### src/rtl/mux41_scan_sampler.sv
// Round-robin scan sampler wrapped around a 4:1 mux: picks a requesting channel,
// drives the mux select, waits HOLD_CYCLES for y to settle, then offers {chan, bit} downstream.
module mux41_scan_sampler #(
    parameter int HOLD_CYCLES = 2
) (
    input  logic       clk,
    input  logic       rst,
    input  logic [3:0] req,
    output logic [1:0] s,
    input  logic       y,
    output logic       out_valid,
    input  logic       out_ready,
    output logic [1:0] out_chan,
    output logic       out_bit,
    output logic       busy
);

    localparam int CNT_W = (HOLD_CYCLES > 1) ? $clog2(HOLD_CYCLES) : 1;
    localparam logic [CNT_W-1:0] CNT_LAST = CNT_W'(HOLD_CYCLES - 1);
    localparam logic [CNT_W-1:0] CNT_ONE  = CNT_W'(1);

    typedef enum logic [1:0] {
        ST_IDLE    = 2'd0,
        ST_SETTLE  = 2'd1,
        ST_PRESENT = 2'd2
    } state_t;

    state_t           state_q, state_d;
    logic [1:0]       s_q, s_d;
    logic [CNT_W-1:0] cnt_q, cnt_d;
    logic             out_valid_q, out_valid_d;
    logic [1:0]       out_chan_q, out_chan_d;
    logic             out_bit_q, out_bit_d;
    logic [1:0]       last_grant_q, last_grant_d;
    logic [1:0]       grant_s;

    // The last granted channel gets lowest priority; scan starts just after it.
    function automatic logic [1:0] rr_grant(input logic [3:0] req_v, input logic [1:0] last_v);
        logic [1:0] g;
        logic [1:0] idx;
        logic       found;
        g     = last_v;
        found = 1'b0;
        for (int k = 1; k <= 4; k++) begin
            idx = last_v + 2'(k);
            if (!found && req_v[idx]) begin
                g     = idx;
                found = 1'b1;
            end else begin
                found = found;
            end
        end
        return g;
    endfunction

    // Round-robin grant from the current request vector.
    always_comb begin
        grant_s = rr_grant(req, last_grant_q);
    end

    // Next-state logic for the sampler FSM.
    always_comb begin
        state_d      = state_q;
        s_d          = s_q;
        cnt_d        = cnt_q;
        out_valid_d  = out_valid_q;
        out_chan_d   = out_chan_q;
        out_bit_d    = out_bit_q;
        last_grant_d = last_grant_q;
        case (state_q)
            ST_IDLE: begin
                if (req != 4'b0000) begin
                    s_d     = grant_s;
                    cnt_d   = '0;
                    state_d = ST_SETTLE;
                end else begin
                    state_d = ST_IDLE;
                end
            end
            ST_SETTLE: begin
                if (cnt_q == CNT_LAST) begin
                    out_bit_d    = y;
                    out_chan_d   = s_q;
                    out_valid_d  = 1'b1;
                    last_grant_d = s_q;
                    state_d      = ST_PRESENT;
                end else begin
                    cnt_d = cnt_q + CNT_ONE;
                end
            end
            ST_PRESENT: begin
                // grant_s already sees last_grant_q == presented channel here.
                if (out_ready) begin
                    out_valid_d = 1'b0;
                    if (req != 4'b0000) begin
                        s_d     = grant_s;
                        cnt_d   = '0;
                        state_d = ST_SETTLE;
                    end else begin
                        state_d = ST_IDLE;
                    end
                end else begin
                    state_d = ST_PRESENT;
                end
            end
            default: begin
                state_d     = ST_IDLE;
                out_valid_d = 1'b0;
            end
        endcase
    end

    // State and output registers; reset discards any pending sample.
    always_ff @(posedge clk or posedge rst) begin
        if (rst) begin
            state_q      <= ST_IDLE;
            s_q          <= 2'd0;
            cnt_q        <= '0;
            out_valid_q  <= 1'b0;
            out_chan_q   <= 2'd0;
            out_bit_q    <= 1'b0;
            last_grant_q <= 2'd3;
        end else begin
            state_q      <= state_d;
            s_q          <= s_d;
            cnt_q        <= cnt_d;
            out_valid_q  <= out_valid_d;
            out_chan_q   <= out_chan_d;
            out_bit_q    <= out_bit_d;
            last_grant_q <= last_grant_d;
        end
    end

    assign s         = s_q;
    assign out_valid = out_valid_q;
    assign out_chan  = out_chan_q;
    assign out_bit   = out_bit_q;
    assign busy      = (state_q != ST_IDLE);

endmodule

### config.mk
export PLATFORM = sky130hd
export DESIGN_NAME = mux41_scan_sampler
export DESIGN_NICKNAME = d
export VERILOG_FILES = /design/src/rtl/mux41_scan_sampler.sv
export SDC_FILE = /design/constraint.sdc
export NUM_CORES = 1
export LEC_CHECK = 0
export BUFFER_PORTS_ARGS = -buffer_cell sky130_fd_sc_hd__buf_2
export CORE_AREA = 2 2 39 41
export DETAILED_ROUTE_END_ITERATION = 7
export DIE_AREA = 0 0 41 43
export PLACE_DENSITY = 0.74
export SLEW_MARGIN = 25
export SYNTH_ARGS = -nofsm -noshare
export SYNTH_HDL_FRONTEND = slang
export SYNTH_SLANG_ARGS = --single-unit
### constraint.sdc
create_clock -name clk -period 1.5 [get_ports clk]
set_input_delay 0.075 -clock clk [delete_from_list [all_inputs] [get_ports clk]]
set_output_delay 0.075 -clock clk [all_outputs]
set_load 0.005 [all_outputs]
==> results of run 1 <==
## what timing repair did
item,4_1_cts,5_1_grt
endpoints found under the hold margin,9,0
hold buffers,1,0
buffers inserted,0,0
## metal layers
layer,vias up,GRT usage,wire (um),share of wire
li1,228,-,-,-
met1,203,0.191,479,0.49
met2,16,0.159,395,0.40
met3,4,0.0628,63,0.064
met4,0,0.140,46,0.047
met5,-,0,0,0
## sequential cells by signal, indices dropped and copies added, names as in the netlist
name,flops
state_q,2
last_grant_q,2
out_valid,1
s,2
out_chan,2
cnt_q,1
out_bit,1
## layout make-up
type | instances | area [sq um] | share of cell area
clock buffers | 4 | 26.3 | 0.0387
inverters | 2 | 7.51 | 0.0110
multi-input cells | 41 | 268 | 0.394
flip-flops and latches | 11 | 278 | 0.409
well taps | 16 | 20.0 | 0.0295
repair buffers | 15 | 80.1 | 0.118
## cells by family after synthesis
group,count (synthesis),share of synthesized area
and+or+nand+nor,22,0.206
muxes,6,0.121
buffers and inverters,3,0.0224
AOI/OAI and AO/OA,13,0.152
DFF,11,0.498
## cells in the final DEF, fill, tap and decap left out
master | Yosys | routed
a211oi_1 | 1 | 1
a21oi_1 | 3 | 3
a21oi_2 | 1 | 1
a221o_1 | 1 | 1
a22o_1 | 1 | 1
buf_2 | 0 | 14
clkbuf_1 | 0 | 1
clkbuf_4 | 0 | 3
dfrtp_1 | 9 | 9
dfstp_2 | 2 | 2
dlygate4sd3_1 | 0 | 1
inv_1 | 2 | 2
mux2_2 | 6 | 6
nand2_1 | 7 | 7
nand2b_1 | 4 | 4
nand3b_1 | 2 | 2
nor2_1 | 3 | 3
nor2b_1 | 3 | 3
nor3_1 | 1 | 1
o211ai_1 | 1 | 1
o21ai_0 | 2 | 2
o21ai_1 | 1 | 1
o22ai_1 | 2 | 2
or2_2 | 1 | 1
or2b_1 | 1 | 1
## where the power goes
group | switching (W) | internal [W] | leakage (nW)
registers | 0.000148 | 0.000472 | 0.128
clock network | 0.000101 | 0.000103 | 0.0150
logic | 0.000230 | 0.000318 | 0.171
total | 0.000478 | 0.000893 | 0.314
## worst register-to-register path, stage by stage, from the launching register on
cell,delay (ns)
dfstp_2,0.60
mux2_2,0.36
a21oi_2,0.11
a22o_1,0.12
## worst max-delay path by stage
stage	from	end	slack (ns)	cells after the start
2_1_floorplan	last_grant_q[1]$_DFFE_PP1P_	s[0]$_DFFE_PP0P_	0.28	5
3_3_place_gp	last_grant_q[0]$_DFFE_PP1P_	s[1]$_DFFE_PP0P_	0.26	3
3_5_place_dp	last_grant_q[0]$_DFFE_PP1P_	s[1]$_DFFE_PP0P_	0.28	3
4_1_cts	last_grant_q[0]$_DFFE_PP1P_	s[1]$_DFFE_PP0P_	0.26	3
5_1_grt	last_grant_q[0]$_DFFE_PP1P_	s[1]$_DFFE_PP0P_	0.21	3
6_report	last_grant_q[0]$_DFFE_PP1P_	s[1]$_DFFE_PP0P_	0.26	3
## stage by stage
step	setup WS [ns]	utilization	cell area [sq um]	hold slack [ns]
2_1_floorplan	0.278	-	558	-0.0740
3_3_place_gp	0.263	0.465	643	0.0810
3_5_place_dp	0.278	0.465	643	0.0829
4_1_cts	0.256	0.491	679	0.0312
5_1_grt	0.206	0.491	679	0.0193
6_report	0.258	0.491	679	0.0300
==> flow_summary.yaml, run 1 <==
die:
  fp.coreArea_sq_um: 1380
  die_area_sq_um: 1760
  rows: 14
  initial_core_util: 0.403
  num_io_pins: 15
  die_y_um: 43
  die_w_um: 41
clock_network:
  cts_tree: "yes"
  numCtsBuffers: 3
  worstSkewPairLatency_ns: 0.27
  cts_resized: 0
  cts_root_buffer: "clkbuf_4"
  clk_pin_slew_ns: 0.07
  cts_max_level: 1
  clk_path_buf_depth: 2
  clkSinkCount: 11
placed_design:
  dp.cells: 84
  port_buffers: 14
  hpwlAfterDp_um: 741
  gp_congestion: 0.772
power:
  power_w: 0.00137
  peakVddDrop_v: 0.000787
  cellLeakagePower_nw: 0.314
  powerDensity_nw_per_um2: 2020
sta:
  drv_slew: 0
  period_share: 0.828
  finalCriticalPeriod_ns: 1.24
  tns_ns: 0
  worst_pin_slew_ns: 0.410
  fmaxAchievable_mhz: 805
  setup_viol: 0
  slew_headroom: 0.726
  fin_worst_skew_ns: 0.00242
  hold_violations: 0
  rsz0062_at_grt: "no"
logic_synthesis:
  yosysSeqAreaShare: 0.498
  synth-edff-count: 0
  synth_top_cell_by_area: "dfrtp_1"
  synth_area_leaders: "dfrtp_1 40%, mux2_2 12%, dfstp_2 9.4%"
  ys_ff_latch: 11
  syn_area_per_cell_sq_um: 10.1
  dominantRegCellSynth: "dfrtp_1"
  yosysUniqueCellTypes: 22
  ys_warn_count: 0
  synthTopCellsByCount: "9 x dfrtp_1, 7 x nand2_1, 6 x mux2_2"
  netlist_instances: 55
  synth_fp_nets: 63
  async_flop_share: 1.00
  synth.top_cell.area_share: 0.404
  netlist_area_sq_um: 558
  synth_most_common_cell: "dfrtp_1"
cells_and_area:
  n_antenna_cell: 0
  stdcell_count: 89
  syn_to_final_growth_pct: 21.7
  nets: 82
  drive_gt1_frac: 0.370
  fillers: 134
global_routing:
  track_usage: 0.143
  grt_overflow: 0
  grt_pass1_wl_um: 1570
  grt_max_degree: 12
  antenna_found_initial: 0
  grt_pass1_vias: 367
worst_setup_path:
  crit_path_end_kind: "flop"
  slowest_delay_ns: 0.60
  regToRegStartpoint: "last_grant_q[0]$_DFFE_PP1P_"
  crit_buf_inv: 0
  cp_top_family: "flip-flops"
  crit_slowest_cell: "dfstp_2"
  worstPathMaxFanout: 8
  cp_data_arrival_time_ns: 1.46
  reg2reg_depth: 3
  path_class: "reg2reg"
  cp.required_ns: 1.71
  path_cells: "mux2_2 -> a21oi_2 -> a22o_1"
  start_kind: "flop"
  reg2reg_to: "s[1]$_DFFE_PP0P_"
  rrSetupSlack_ns: 0.26
run_status:
  status: "finished, final reports clean"
hold_path:
  hp-class: "in2reg"
  hold_end: "out_bit$_DFFE_PP0P_"
  hold-path-cell-count: 2
  hp-start: "y"
detailed_routing:
  via_count: 451
  wl_per_cell_um: 11.1
  drc_errors: 0
  finalWirelength_um: 984
  drt_pass1_iterations: 4
  postRouteAntennaNets: 0
  dr.first_iter.drc_count: 3
  viasPerCell: 5.07
run:
  cap_violations: 0
No activity file was read; power rests on OpenSTA's default activity.
==> run 2: changes to the inputs <==
Clock period 1.5 ns to 1.25 ns, I/O delays scaled along.
==> flow_summary.yaml, run 2 (synthesis gave the netlist of run 1 again) <==
cells_and_area:
  fin_util: 0.514
  drive_gt1_frac: 0.413
  fillers: 130
  final_area_sq_um: 711
  stdcell_count: 91
  syn_to_final_growth_pct: 27.4
  nets: 84
  final_cell_mix: "14 x buf_2, 9 x dfrtp_1, 7 x nand2_1"
  final_common_cell: "buf_2"
  n_antenna_cell: 0
worst_setup_path:
  crit_path_end_kind: "flop"
  start_kind: "flop"
  slowest_delay_ns: 0.43
  cp.required_ns: 1.41
  crit_slowest_cell: "dfrtp_1"
  reg2reg_depth: 2
  path_cells: "a221o_1 -> a22o_1"
  regToRegStartpoint: "state_q[1]$_DFFE_PP0P_"
  path_class: "reg2reg"
  cp_top_family: "compound AO/OA/AOI/OAI gates"
  reg2reg_to: "s[1]$_DFFE_PP0P_"
  cp_data_arrival_time_ns: 1.38
  worstPathMaxFanout: 6
  crit_buf_inv: 0
  rrSetupSlack_ns: 0.03
sta:
  setup_ws_ns: 0.0259
  setup_viol: 0
  fin_worst_skew_ns: 0.000654
  drv_slew: 0
  hold_violations: 0
  period_share: 0.979
  fin_hold_ws_ns: 0.0212
  slew_headroom: 0.730
  rsz0062_at_grt: "yes"
  worst_pin_slew_ns: 0.404
  fmaxAchievable_mhz: 817
  finalCriticalPeriod_ns: 1.22
clock_network:
  clk_pin_slew_ns: 0.07
  worstSkewPairLatency_ns: 0.27
  cts_tree: "yes"
  cts_max_level: 1
  clk_path_buf_depth: 2
  numCtsBuffers: 3
  cts_root_buffer: "clkbuf_4"
  clkSinkCount: 11
global_routing:
  track_usage: 0.151
  grt_pass1_wl_um: 1770
  grt_max_degree: 12
  antenna_found_initial: 0
  grt_pass1_vias: 446
  grt_overflow: 0
placed_design:
  dp.cells: 86
  hpwlAfterDp_um: 782
  port_buffers: 14
  gp_congestion: 0.703
  place_ws_ns: 0.0284
  placed_area_sq_um: 658
run:
  cap_violations: 0
die:
  die_y_um: 43
  initial_core_util: 0.403
  num_io_pins: 15
  die_area_sq_um: 1760
  fp.coreArea_sq_um: 1380
  rows: 14
  die_w_um: 41
power:
  cellLeakagePower_nw: 0.333
  peakVddDrop_v: 0.000890
  powerDensity_nw_per_um2: 2440
hold_path:
  hold-path-cell-count: 2
  hp-class: "in2reg"
  hold_end: "out_bit$_DFFE_PP0P_"
  hp-start: "y"
detailed_routing:
  drc_errors: 0
  postRouteAntennaNets: 0
  via_count: 469
  finalWirelength_um: 1080
  wl_per_cell_um: 11.9
  viasPerCell: 5.15
  drt_pass1_iterations: 2
  dr.first_iter.drc_count: 4
run_status:
  status: "finished, final reports clean"
-- run 2: cell count changes in the layout (fill, tap and decap cells not counted), sizes merged --
cell,previous run,this run
buf,14,16
-- run 2: worst max-delay path by stage --
stage / from / end / cells after the start
2_1_floorplan: last_grant_q[1]$_DFFE_PP1P_ / s[0]$_DFFE_PP0P_ / 5
6_report: state_q[1]$_DFFE_PP0P_ / s[1]$_DFFE_PP0P_ / 2
3_5_place_dp: last_grant_q[1]$_DFFE_PP1P_ / s[0]$_DFFE_PP0P_ / 4
4_1_cts: last_grant_q[1]$_DFFE_PP1P_ / s[0]$_DFFE_PP0P_ / 4
5_1_grt: last_grant_q[1]$_DFFE_PP1P_ / s[1]$_DFFE_PP0P_ / 4
3_3_place_gp: last_grant_q[1]$_DFFE_PP1P_ / s[0]$_DFFE_PP0P_ / 4
-- run 2: per-stage QoR --
step | TNS [ns] | power, W
after floorplan | 0 | 0.00120
after global placement | 0 | 0.00145
after detailed placement | 0 | 0.00147
after CTS | 0 | 0.00172
after global routing | -0.0149 | 0.00188
final | 0 | 0.00173
-- run 2: per-layer routing --
| layer | GRT usage | wire [um] | part of all wire | up-vias |
|---|---|---|---|---|
| met5 | 0 | 0 | 0 | - |
| met4 | 0.100 | 34 | 0.031 | 0 |
| met3 | 0.0471 | 57 | 0.053 | 4 |
| met2 | 0.213 | 490 | 0.45 | 16 |
| met1 | 0.190 | 497 | 0.46 | 216 |
| li1 | - | - | - | 233 |
-- run 2: final cells by class --
class / count / area [sq um] / share of cell area
Multi-Input combinational cell: 41 / 284 / 0.400
Sequential cell: 11 / 278 / 0.391
Timing Repair Buffer: 17 / 95.1 / 0.134
Clock buffer: 4 / 26.3 / 0.0370
Tap cell: 16 / 20.0 / 0.0282
Inverter: 2 / 7.51 / 0.0106
-- run 2: what timing repair did --
item                                   in CTS  in global routing
setup endpoints to repair                   0                  3
buffers inserted                            0                  0
endpoints found under the hold margin       9                  0
gates resized for setup                     0                  3
hold buffers                                1                  0
-- run 2: power breakdown --
group | internal (W) | leakage (nW) | switching [W]
combinational | 0.000441 | 0.190 | 0.000305
clock | 0.000124 | 0.0150 | 0.000116
sequential | 0.000567 | 0.128 | 0.000181
total | 0.00113 | 0.333 | 0.000602
==> run 3: changes to the inputs <==
Settings changed: ABC_AREA set to 1, CORE_AREA 2 2 39 41 to not set, CORE_UTILIZATION set to 51, DIE_AREA 0 0 41 43 to not set, PLACE_DENSITY 0.74 to 0.83.
==> flow_summary.yaml, run 3 <==
run_status:
  status: "complete, but fails checks"
  failed_checks: "setup timing"
worst_setup_path:
  cp.required_ns: 1.41
  regToRegStartpoint: "last_grant_q[0]$_DFFE_PP1P_"
  crit_path_end_kind: "flop"
  rrSetupSlack_ns: -0.25
  reg2reg_to: "s[0]$_DFFE_PP0P_"
  start_kind: "flop"
  cp_data_arrival_time_ns: 1.66
  path_class: "reg2reg"
  reg2reg_depth: 12
  worstPathMaxFanout: 7
sta:
  fin_worst_skew_ns: 0.00828
  finalCriticalPeriod_ns: 1.50
  drv_slew: 0
  rsz0062_at_grt: "yes"
  worst_pin_slew_ns: 0.437
  period_share: 1.20
  setup_viol: 2
  slew_headroom: 0.709
  fmaxAchievable_mhz: 667
  hold_violations: 0
  setup_ws_ns: -0.249
clock_network:
  worstSkewPairLatency_ns: 0.27
  cts_tree: "yes"
  clkSinkCount: 11
  cts_root_buffer: "clkbuf_4"
  clk_pin_slew_ns: 0.07
  numCtsBuffers: 3
  clk_path_buf_depth: 2
  cts_max_level: 1
placed_design:
  port_buffers: 14
  gp_congestion: 0.732
  dp.cells: 122
  placed_area_sq_um: 836
  hpwlAfterDp_um: 1160
logic_synthesis:
  netlist_instances: 89
  yosysSeqAreaShare: 0.394
  synthTopCellsByCount: "27 x nand2_1, 9 x dfrtp_1, 8 x nand2_2"
  synth-compound-area-share: 0.0745
  synth.top_cell.area_share: 0.319
  synth_xor_area_frac: 0
  async_flop_share: 1.00
  muxShareOfSynthArea: 0
  ys_ff_latch: 11
  synth_most_common_cell: "nand2_1"
  synth_top_cell_by_area: "dfrtp_1"
  yosys.area_share.simple: 0.438
  yosysUniqueCellTypes: 23
  ys_warn_count: 0
  netlist_area_sq_um: 706
  dominantRegCellSynth: "dfrtp_1"
  synthAdderAreaFrac: 0
  synth_area_leaders: "dfrtp_1 32%, nand2_1 14%, nand2_4 9.6%"
  synth-edff-count: 0
  syn_area_per_cell_sq_um: 7.93
  synth_top_family_by_area: "simple AND/OR/NAND/NOR gates"
  synth_fp_nets: 97
detailed_routing:
  viasPerCell: 5.16
  via_count: 697
  postRouteAntennaNets: 0
  wl_per_cell_um: 13.3
  drc_errors: 0
  finalWirelength_um: 1790
  dr.first_iter.drc_count: 12
  drt_pass1_iterations: 4
hold_path:
  hp-start: "out_ready"
  hp-class: "in2reg"
  hold_end: "state_q[1]$_DFFE_PP0P_"
  hold-path-cell-count: 3
power:
  peakVddDrop_v: 0.00170
  powerDensity_nw_per_um2: 2830
  power_w: 0.00278
  cellLeakagePower_nw: 0.518
cells_and_area:
  syn_to_final_growth_pct: 39.4
  fillers: 89
  final_common_cell: "nand2_1"
  drive_gt1_frac: 0.517
  nets: 129
  final_area_sq_um: 983
  n_antenna_cell: 0
  stdcell_count: 135
  final_cell_mix: "23 x nand2_1, 15 x buf_2, 10 x nand2_4, 10 x buf_4, 9 x dfrtp_1"
global_routing:
  grt_pass1_wl_um: 2680
  grt_overflow: 0
  met1_usage: 0.336
  use_met2: 0.421
  grt_pass1_vias: 621
  antenna_found_initial: 0
  grtUsageMet3: 0.110
  top_usage_layer: "met2"
  track_usage: 0.264
  grt_max_degree: 12
die:
  fp.coreArea_sq_um: 1300
  initial_core_util: 0.542
  die_area_sq_um: 1540
  rows: 13
  die_w_um: 39.2
  num_io_pins: 15
  die_y_um: 39.2
run:
  cap_violations: 0
==> run 3: changes by cell type after synthesis, moves of 4 or more <==
cell and change:
nand2_1 +20, nand2_2 +8, mux2_2 -6, nand2_4 +6
inv_1 +5, nand3_1 +5, nand2b_1 -4, o21ai_1 +4
==> run 3: cell families after synthesis <==
family | count (synthesis)
flops | 11
compound gates | 10
simple gates | 55
buf+inv | 13
==> run 3: final cells by class <==
cell class	instances	area, sq um	share of cell area
Multi-Input combinational cell	65	415	0.422
Sequential cell	11	278	0.282
Timing Repair Buffer	28	190	0.193
Inverter	12	55.1	0.0560
Clock buffer	4	26.3	0.0267
Tap cell	15	18.8	0.0191
==> run 3: metrics by stage <==
step / util / hold WS, ns / TNS [ns] / setup WS, ns
CTS: 0.716 / 0.225 / -0.415 / -0.213
finish: 0.756 / 0.219 / -0.481 / -0.249
global route: 0.756 / 0.235 / -0.963 / -0.340
floorplan: - / -0.0865 / -0.184 / -0.0983
global placement: 0.642 / 0.0627 / -0.359 / -0.190
detailed placement: 0.642 / 0.0795 / -0.446 / -0.223
==> run 3: worst max-delay path by stage <==
| stage | end | cells past startpoint | slack (ns) | from |
|---|---|---|---|---|
| floorplan | s[1]$_DFFE_PP0P_ | 12 | -0.1 | last_grant_q[0]$_DFFE_PP1P_ |
| global placement | s[1]$_DFFE_PP0P_ | 11 | -0.19 | last_grant_q[0]$_DFFE_PP1P_ |
| detailed placement | s[1]$_DFFE_PP0P_ | 9 | -0.22 | last_grant_q[0]$_DFFE_PP1P_ |
| CTS | s[0]$_DFFE_PP0P_ | 12 | -0.21 | last_grant_q[0]$_DFFE_PP1P_ |
| global route | s[1]$_DFFE_PP0P_ | 12 | -0.34 | last_grant_q[0]$_DFFE_PP1P_ |
| finish | s[0]$_DFFE_PP0P_ | 12 | -0.25 | last_grant_q[0]$_DFFE_PP1P_ |
==> run 3: worst max-delay path, cell delays in order (launching register included) <==
cell and delay (ns):
dfstp_2 0.59, buf_12 0.13, inv_8 0.04, nand2_2 0.07, nand2_4 0.06, nand2_4 0.06
nand2_4 0.05, inv_4 0.07, nand3_4 0.07, nand2_1 0.07, nand2_1 0.05, nand3_1 0.06
nand2_1 0.05
==> run 3: timing repair <==
item / 4_1_cts / 5_1_grt
gates resized for setup: 3 / 9
hold buffers: 2 / 0
hold endpoints to repair: 10 / 0
pin swaps: 0 / 2
setup endpoints to repair: 2 / 11
setup buffers: 4 / 3
gates cloned: 0 / 0
==> run 3: power by group <==
part / internal (W) / switching (W) / leakage, nW
Clock: 0.000124 / 0.000118 / 0.0150
Sequential: 0.000555 / 0.000157 / 0.131
Combinational: 0.000790 / 0.00104 / 0.372
Total: 0.00147 / 0.00131 / 0.518
==> run 3: routing by layer <==
metal	routed length, um	share of wire	vias to the layer above
li1	-	-	344
met1	759	0.42	335
met2	932	0.52	16
met3	82	0.046	2
met4	17	0.0095	0
met5	0	0	-
